## src/rtl/ldtu_hamm_decoder.sv

```systemverilog
// ldtu_hamm_decoder
//   Read side of the Hamming storage FIFO. Pulls Hamming(38,32) codewords
//   from the output FIFO and computes the 6-bit syndrome. It corrects
//   single-bit errors and presents 32-bit words on a valid/ready port
//   through a 2-entry output buffer. It also keeps saturating
//   corrected/uncorrectable counts and a sticky SEU flag for slow control.
//
// Ports
//   CLK          in   clock, all logic on posedge
//   rst_b        in   asynchronous active-low reset
//   fifo_empty   in   FIFO empty flag
//   fifo_data    in   FIFO registered read data (codeword)
//   fifo_decode  in   fifo_data holds a freshly read word this cycle
//   fifo_read    out  read request to the FIFO
//   out_data     out  corrected data word (0 while out_valid=0)
//   out_status   out  00 clean, 01 corrected, 10 uncorrectable
//   out_valid    out  head of output buffer is valid
//   out_ready    in   downstream accepts when out_valid && out_ready
//   cnt_clear    in   synchronous clear of counters and seu_flag
//   cnt_corr     out  saturating count of corrected words
//   cnt_unc      out  saturating count of uncorrectable words
//   seu_flag     out  sticky: any non-zero syndrome captured
`timescale 1ns/1ps
module ldtu_hamm_decoder #(
  parameter int Nbits_ham  = 38,
  parameter int Nbits_data = 32,
  parameter int CntW_corr  = 16,
  parameter int CntW_unc   = 8
) (
  input  logic                  CLK,
  input  logic                  rst_b,
  input  logic                  fifo_empty,
  input  logic [Nbits_ham-1:0]  fifo_data,
  input  logic                  fifo_decode,
  output logic                  fifo_read,
  output logic [Nbits_data-1:0] out_data,
  output logic [1:0]            out_status,
  output logic                  out_valid,
  input  logic                  out_ready,
  input  logic                  cnt_clear,
  output logic [CntW_corr-1:0]  cnt_corr,
  output logic [CntW_unc-1:0]   cnt_unc,
  output logic                  seu_flag
);

  localparam int SynW = 6;

  localparam logic [1:0] ST_CLEAN = 2'b00;
  localparam logic [1:0] ST_CORR  = 2'b01;
  localparam logic [1:0] ST_UNC   = 2'b10;

  // Syndrome: XOR of the Hamming positions (bit index + 1) of all set bits.
  function automatic logic [SynW-1:0] calc_syndrome(input logic [Nbits_ham-1:0] cw);
    logic [SynW-1:0] s;
    s = '0;
    for (int i = 0; i < Nbits_ham; i++) begin
      if (cw[i]) s = s ^ SynW'(i + 1);
    end
    return s;
  endfunction

  // Inverts the bit at position s; syndromes beyond the codeword match nothing.
  function automatic logic [Nbits_ham-1:0] apply_fix(input logic [Nbits_ham-1:0] cw,
                                                     input logic [SynW-1:0]      s);
    logic [Nbits_ham-1:0] f;
    f = cw;
    for (int i = 0; i < Nbits_ham; i++) begin
      if (s == SynW'(i + 1)) f[i] = ~cw[i];
    end
    return f;
  endfunction

  // Data bits occupy every non-power-of-two position, in ascending order.
  function automatic logic [Nbits_data-1:0] extract_data(input logic [Nbits_ham-1:0] cw);
    logic [Nbits_data-1:0] d;
    int j;
    d = '0;
    j = 0;
    for (int i = 0; i < Nbits_ham; i++) begin
      if (((i + 1) & i) != 0) begin
        if (j < Nbits_data) d[j] = cw[i];
        j++;
      end
    end
    return d;
  endfunction

  function automatic logic [1:0] classify(input logic [SynW-1:0] s);
    if (s == '0)                    return ST_CLEAN;
    else if (s <= SynW'(Nbits_ham)) return ST_CORR;
    else                            return ST_UNC;
  endfunction

  function automatic logic [CntW_corr-1:0] sat_inc_corr(input logic [CntW_corr-1:0] c);
    return (&c) ? c : c + 1'b1;
  endfunction

  function automatic logic [CntW_unc-1:0] sat_inc_unc(input logic [CntW_unc-1:0] c);
    return (&c) ? c : c + 1'b1;
  endfunction

  logic [SynW-1:0]       w_syn;
  logic [1:0]            w_stat;
  logic [Nbits_data-1:0] w_data;
  logic                  w_push;
  logic                  w_pop;
  logic [2:0]            w_credits;

  logic [Nbits_data-1:0] r_bdata [2];
  logic [1:0]            r_bstat [2];
  logic                  r_wp;
  logic                  r_rp;
  logic [1:0]            r_occ;
  logic                  r_inflight;
  logic                  r_run;

  // p0: combinational decode of the word arriving from the FIFO
  assign w_syn  = calc_syndrome(fifo_data);
  assign w_stat = classify(w_syn);
  assign w_data = extract_data(apply_fix(fifo_data, w_syn));

  assign out_valid  = (r_occ != 2'd0);
  assign out_data   = out_valid ? r_bdata[r_rp] : '0;
  assign out_status = out_valid ? r_bstat[r_rp] : ST_CLEAN;

  assign w_pop  = out_valid && out_ready;
  // A full buffer still accepts a word when its head leaves in the same cycle.
  assign w_push = fifo_decode && ((r_occ != 2'd2) || w_pop);

  // Slots committed after this cycle: stored + arriving - leaving.
  // Issuing a read only while this is below 2 guarantees a free slot on arrival.
  assign w_credits = {1'b0, r_occ} + {2'b00, r_inflight} - {2'b00, w_pop};
  // r_run keeps the request low during and straight out of reset.
  assign fifo_read = r_run && !fifo_empty && (w_credits < 3'd2);

  always_ff @(posedge CLK or negedge rst_b) begin
    if (!rst_b) begin
      r_run      <= 1'b0;
      r_inflight <= 1'b0;
    end else begin
      r_run      <= 1'b1;
      r_inflight <= fifo_read;
    end
  end

  // p1: output buffer, FIFO ordered via write/read pointers
  always_ff @(posedge CLK or negedge rst_b) begin
    if (!rst_b) begin
      r_wp  <= 1'b0;
      r_rp  <= 1'b0;
      r_occ <= 2'd0;
    end else begin
      if (w_push) r_wp <= ~r_wp;
      if (w_pop)  r_rp <= ~r_rp;
      case ({w_push, w_pop})
        2'b10:   r_occ <= r_occ + 2'd1;
        2'b01:   r_occ <= r_occ - 2'd1;
        default: r_occ <= r_occ;
      endcase
    end
  end

  always_ff @(posedge CLK) begin
    if (w_push) begin
      r_bdata[r_wp] <= w_data;
      r_bstat[r_wp] <= w_stat;
    end
  end

  // Counters and SEU flag follow captured words; clear wins over a same-cycle event.
  always_ff @(posedge CLK or negedge rst_b) begin
    if (!rst_b) begin
      cnt_corr <= '0;
      cnt_unc  <= '0;
      seu_flag <= 1'b0;
    end else if (cnt_clear) begin
      cnt_corr <= '0;
      cnt_unc  <= '0;
      seu_flag <= 1'b0;
    end else if (w_push) begin
      if (w_stat == ST_CORR) cnt_corr <= sat_inc_corr(cnt_corr);
      if (w_stat == ST_UNC)  cnt_unc  <= sat_inc_unc(cnt_unc);
      if (w_syn != '0)       seu_flag <= 1'b1;
    end
  end

endmodule
```

## config.mk

```make
export PLATFORM = sky130hd
export DESIGN_NAME = ldtu_hamm_decoder
export DESIGN_NICKNAME = d
export VERILOG_FILES = /design/src/rtl/ldtu_hamm_decoder.sv
export SDC_FILE = /design/constraint.sdc
export NUM_CORES = 1
export LEC_CHECK = 0
export ABC_AREA = 1
export CORE_ASPECT_RATIO = 2
export CORE_UTILIZATION = 60
export CTS_BUF_LIST = sky130_fd_sc_hd__clkbuf_8
export DETAILED_ROUTE_END_ITERATION = 8
export PLACE_DENSITY = 0.95
export SYNTH_ARGS = -nofsm -noshare
export SYNTH_HDL_FRONTEND = slang
export SYNTH_SLANG_ARGS = --single-unit
```

## constraint.sdc

```tcl
create_clock -name CLK -period 8.25 [get_ports CLK]
set_clock_uncertainty 0.15 [all_clocks]
set_input_delay 2.475 -clock CLK [delete_from_list [all_inputs] [get_ports CLK]]
set_output_delay 2.475 -clock CLK [all_outputs]
set_load 0.005 [all_outputs]
```

Word-level counts from Yosys, hierarchy flattened. Memory sizes are Yosys's and may differ from the RTL's. Cells that the tools add are included.

Register bits after elaboration: 31. RAM bits: 68. Output and inout bits: 61. Logic and storage cells: 235. Memories kept: 2.

Memory list: r_bdata (words 2, width 32, read ports 1, clocked after Yosys merged registers in 0, wr ports 1, RTL line 109) `logic [Nbits_data-1:0] r_bdata [2];`; r_bstat (words 2, width 2, read ports 1, clocked after Yosys merged registers in 0, wr ports 1, RTL line 110) `logic [1:0] r_bstat [2];`.

$add $sub $neg: 6. $lt $le $gt $ge: 2. Equal/unequal tests: 39. Mux-type cells: 88. Bitwise operators: 71. Reductions and logical operators: 19.

Operators by type and width (number): equality test 6 x 5 -> 1 bit, second input constant (15); two-way mux 5 bit (16); two-way mux 16 bit (4); equality test 6 x 4 -> 1 bit, second input constant (7); two-way mux 6 bit (7); inverter 3 bit (13); two-way mux 1 bit (38); equality test 6 bit, second input constant (6); inverter 1 bit (34); two-way mux 32 bit (1); two-way mux 4 bit (8); two-way mux 8 bit (4); inverter 2 bit (13); inverter 4 bit (5); equality test 6 x 3 -> 1 bit, second input constant (3); adder 16 x 1 -> 16 bit, second input constant (1); AND reduction 16 bit (1); two-way mux 3 bit (4); nonzero test 2 bit (6); two-way mux 2 bit (5); adder 8 x 1 -> 8 bit, second input constant (1); AND reduction 8 bit (1); equality test 6 x 2 -> 1 bit, second input constant (1); less-or-equal comparator 6 bit, second input constant (1); other kinds (18) (30).

Depth between registers and ports, before layout.
Word-level depth: 77. Mapped depth: 22.

Least setup slack after synthesis. Ideal clock, no wire load.

Kind: input -> output. Start point: input port out_ready. End point: output port fifo_read. Arrival time: 3996 ps. Data required time: 5625 ps. Setup slack: 1629 ps. Stages on the path: 7. Path buffers: 0. Cell sequence: inv_1 > nor2_1 > ha_1 > or2_2 > fa_1 > nand2_1 > nor3_1.

Word-level cells in the longest chain between the ends: 4.

Ends and longest elaborated chain: start: declaration (RTL line 39) `input logic out_ready,`; logical AND 1 bit (RTL line 126) `assign w_pop = out_valid && out_ready;`; named net w_pop (RTL line 106) `logic w_pop;`; subtractor 3 x 1 -> 3 bit (RTL line 132) `assign w_credits = {1'b0, r_occ} + {2'b00, r_inflight} - {2'b00, w_pop};`; less-than comparator 3 x 2 -> 1 bit (RTL line 134) `assign fifo_read = r_run && !fifo_empty && (w_credits < 3'd2);`; logical AND 1 bit (RTL line 134); end: declaration (RTL line 35) `output logic fifo_read,`.

The timed path passes the listed nets, and every way through them passes these cells.

Final worst setup path. Same ends and word-level chain as after synthesis.

==> flow_summary_export.csv <==
group,metric,value,unit
outcome,status,"complete, no violations",
power_and_ir_drop,p_leak,3.558,nW
sta,finalSetupViolations,0,
sta,max_freq,0.1294,GHz
placement,place_hpwl,13220,um
logic_synthesis,synth_area,6400,um2
clocking,cts_hold_buf,0,
finish,design_area,7766,um2
logic_synthesis,synthArstFlopShare,31.31,%
clocking,post_cts_buffers,0,
sta,tightest_slew,0.9832,ns
placement,placed_area,7566,um2
setup_path,cp.arrival,5.10,ns
sta,hold_ws,0.3668,ns
setup_path,critPathRequiredTime,5.62,ns
logic_synthesis,yosys_warnings,0,
sta,finalHoldViolCount,0,
setup_path,crit_slowest_cell,"clkdlybuf4s50_1",
logic_synthesis,synth.avg_cell_area,7.494,um2
finish,antenna_cells_inserted,0,
finish,drive_above_1_share,7.083,%
setup_path,r2r_cells,14,
setup_path,end_kind,"primary output",
routing,drtAntennaViolNets,0,
floorplan,start_util,61.47,%
floorplan,die_y,148.1,um
power_and_ir_drop,pwr-share-seq,37.0,%
floorplan,chipWidth,75.03,um
routing,wirelength,16910,um
logic_synthesis,syn-num-nets,903,
setup_path,cp_max_fo,3,
power_and_ir_drop,pwr-share-comb,46.2,%
logic_synthesis,netlist.area_leader.share,31.91,%
sta,post-route-period-util,93.66,%
setup_path,crit_chain,"clkdlybuf4s50_1 -> inv_1 -> nor2_1 -> ha_1 -> or2_2 -> fa_1 -> nand2_1 -> nor3_1 -> clkdlybuf4s50_1",
clocking,path_clk_slew,0.09,ns
power_and_ir_drop,switchingPower,0.7080,mW
placement,gp_congestion,0.9845,
finish,fillers,795,
logic_synthesis,synth_cells,854,
power_and_ir_drop,p_per_area,239.7,nW/um2
hold_path,hold_path_startpoint,"r_run",
setup_path,cp_num_cells,9,
clocking,numCtsBuffers,9,
logic_synthesis,synth-main-ff-cell,"edfxtp_1",
sta,drv_slew,0,
logic_synthesis,yosys-top-cells-area,"edfxtp_1, nand2_1, dfrtp_1",
setup_path,path_buf_inv,3,
hold_path,whs_path_depth,2,
power_and_ir_drop,power_frac_clock,16.8,%
floorplan,design.die.area,11110,um2
global_routing,grt_usage,31.97,%
job,maxCapViolCount,0,
power_and_ir_drop,p_int,1.153,mW
sta,min_period,7.727,ns
clocking,clockRootBuffer,"clkbuf_8",
clocking,tritoncts,"done",
routing,avgViaCountPerCell,5.490,
clocking,post_cts_resized,0,
finish,syn2layout_area_growth,21.35,%
setup_path,critPathMaxStageDelay,0.54,ns
logic_synthesis,synth.distinct_cells,37,
hold_path,hp-class,"flop to flop",
floorplan,core_area,10410,um2
hold_path,holdPathEnd,"r_inflight",
power_and_ir_drop,finalPower,1.861,mW
logic_synthesis,synth_top_area_cell,"edfxtp_1",
clocking,clock_latency,0.36,ns
routing,dr_total_vias,6023,
floorplan,num_rows,53,
logic_synthesis,synth-edff-count,68,
logic_synthesis,synth_seq_cells,99,
global_routing,grt_max_degree,37,
finish,layout.nets,1004,
sta,fin_tns_setup,0,ns
routing,drt-initial-drc-count,373,
setup_path,worstReg2RegEnd,"cnt_corr[2]",
clocking,htree_levels,3,
routing,wire_per_inst,15.41,um
power_and_ir_drop,peakVddDrop,0.0001763,V
global_routing,gr-total-overflow,0,
floorplan,io_pins,105,
setup_path,r2r_start,"cnt_corr[0]",
power_and_ir_drop,swShare,38.04,%
routing,drc,0,
logic_synthesis,synth.yosys.seq_area_share,44.03,%
setup_path,cp-start-kind,"input port",
placement,port_buffers,104,
clocking,cts_buffer_depth,2,
global_routing,grt_pass1_wl,26390,um
clocking,cts_sinks,99,
setup_path,r2r_setup_slack,5.39,ns
routing,drt_pass1_iterations,5,
global_routing,grt_pass1_vias,5793,
setup_path,cpMostUsedCell,"clkdlybuf4s50_1",
setup_path,crit_family,"buffers and inverters",
global_routing,antenna_found_initial,0,
sta,maxSlewHeadroom,34.05,%
setup_path,path_class,"input port to primary output",
sta,rsz0062_at_grt,"false",
kinds of logic (layout without fill, tap and decap cells):
group | count (synthesis) | in the layout | share of synthesized area (%)
AO/OA/AOI/OAI | 46 | 46 | 3.695
XOR/XNOR | 61 | 61 | 8.583
adder cells (fa/ha/maj) | 5 | 5 | 1.095
buffers and inverters | 106 | 212 | 6.588
flip-flops | 99 | 99 | 44.03
other | 1 | 1 | 0.05859
AND/OR/NAND/NOR | 536 | 536 | 35.95
cell usage in the layout (no fill, tap or decap), types with 2 or more instances in the layout:
master	instances
clkbuf_8	9
nor2_2	5
xnor2_1	15
nor2_1	73
edfxtp_1	68
clkinv_4	2
xor2_1	44
nand2_1	334
nand2_4	3
nor3b_1	6
nand3_1	65
nand2b_1	2
nand3b_1	2
or2_2	2
nor3_1	10
a21oi_1	38
ha_1	4
dfrtp_1	31
or2_1	3
buf_4	6
nand2_2	20
clkinv_1	4
clkdlybuf4s50_1	104
xor2_2	2
nor4_1	2
inv_2	11
inv_1	72
nand4_1	5
nand3_4	2
inv_6	2
o21ai_0	5
through the flow:
stage	setup WS, ns	cells	util (%)
2_1_floorplan	1.629	854	-
3_3_place_gp	0.6109	1081	72.67
3_5_place_dp	0.5142	1081	72.67
4_1_cts	0.5169	1097	74.59
5_1_grt	0.3559	1097	74.59
6_report	0.5233	1097	74.59
metal layers:
layer  GRT usage [%]  share of wire (%)  wire length, um  vias to the layer above
met3           4.675                4.4              742                       71
li1                -                  -                -                     2915
met2           59.19                 56             9458                      236
met4           22.92                7.0             1179                        0
met5               0                  0                0                        -
met1           30.06                 33             5529                     2801
synthesized netlist by cell type (all sizes together), types with 6 or more instances:
cell	instances
nand2	357
a21oi	38
xnor2	15
nor2	79
nor3b	6
nand3	67
edfxtp	68
xor2	46
clkbuf	15
dfrtp	31
nor3	10
nand4	6
inv	83
worst max-delay path by stage:
stage | slack (ns) | startpoint | end
floorplan | 1.63 | out_ready | fifo_read
global placement | 0.61 | out_ready | fifo_read
detailed placement | 0.51 | out_ready | fifo_read
CTS | 0.52 | out_ready | fifo_read
global route | 0.36 | out_ready | fifo_read
finish | 0.52 | out_ready | fifo_read
registers in the layout (all words and copies together), names as in the netlist:
name	flops
r_bdata	64
cnt_corr	16
cnt_unc	8
r_bstat	4
r_occ	2
r_inflight	1
r_rp	1
r_run	1
r_wp	1
seu_flag	1
tightest hold or removal path: cells and delay by family, from the launching register on:
kind	cells	cell delay, ns
flip-flops	1	0.38
AND/OR/NAND/NOR	2	0.11
power groups by stage:
stage               Sequential, mW  Clock (mW)  Combinational (mW)
finish                       0.689       0.312               0.860
global placement             0.694           0               0.831
detailed placement           0.701           0               0.855
global route                 0.698       0.335               0.939
CTS                          0.690       0.316               0.860
floorplan                    0.693           0               0.455
area by class of cell:
| type | count | area [um2] | share of cell area [%] |
|---|---|---|---|
| tap | 137 | 171.4 | 2.207 |
| timing repair buffer | 110 | 1086 | 13.98 |
| inverter | 86 | 322.8 | 4.157 |
| clock buffer | 9 | 123.9 | 1.595 |
| sequential | 99 | 2818 | 36.28 |
| clock inverter | 7 | 76.32 | 0.9828 |
| multi-input combinational | 649 | 3168 | 40.79 |
No activity file was read; power rests on OpenSTA's default activity.
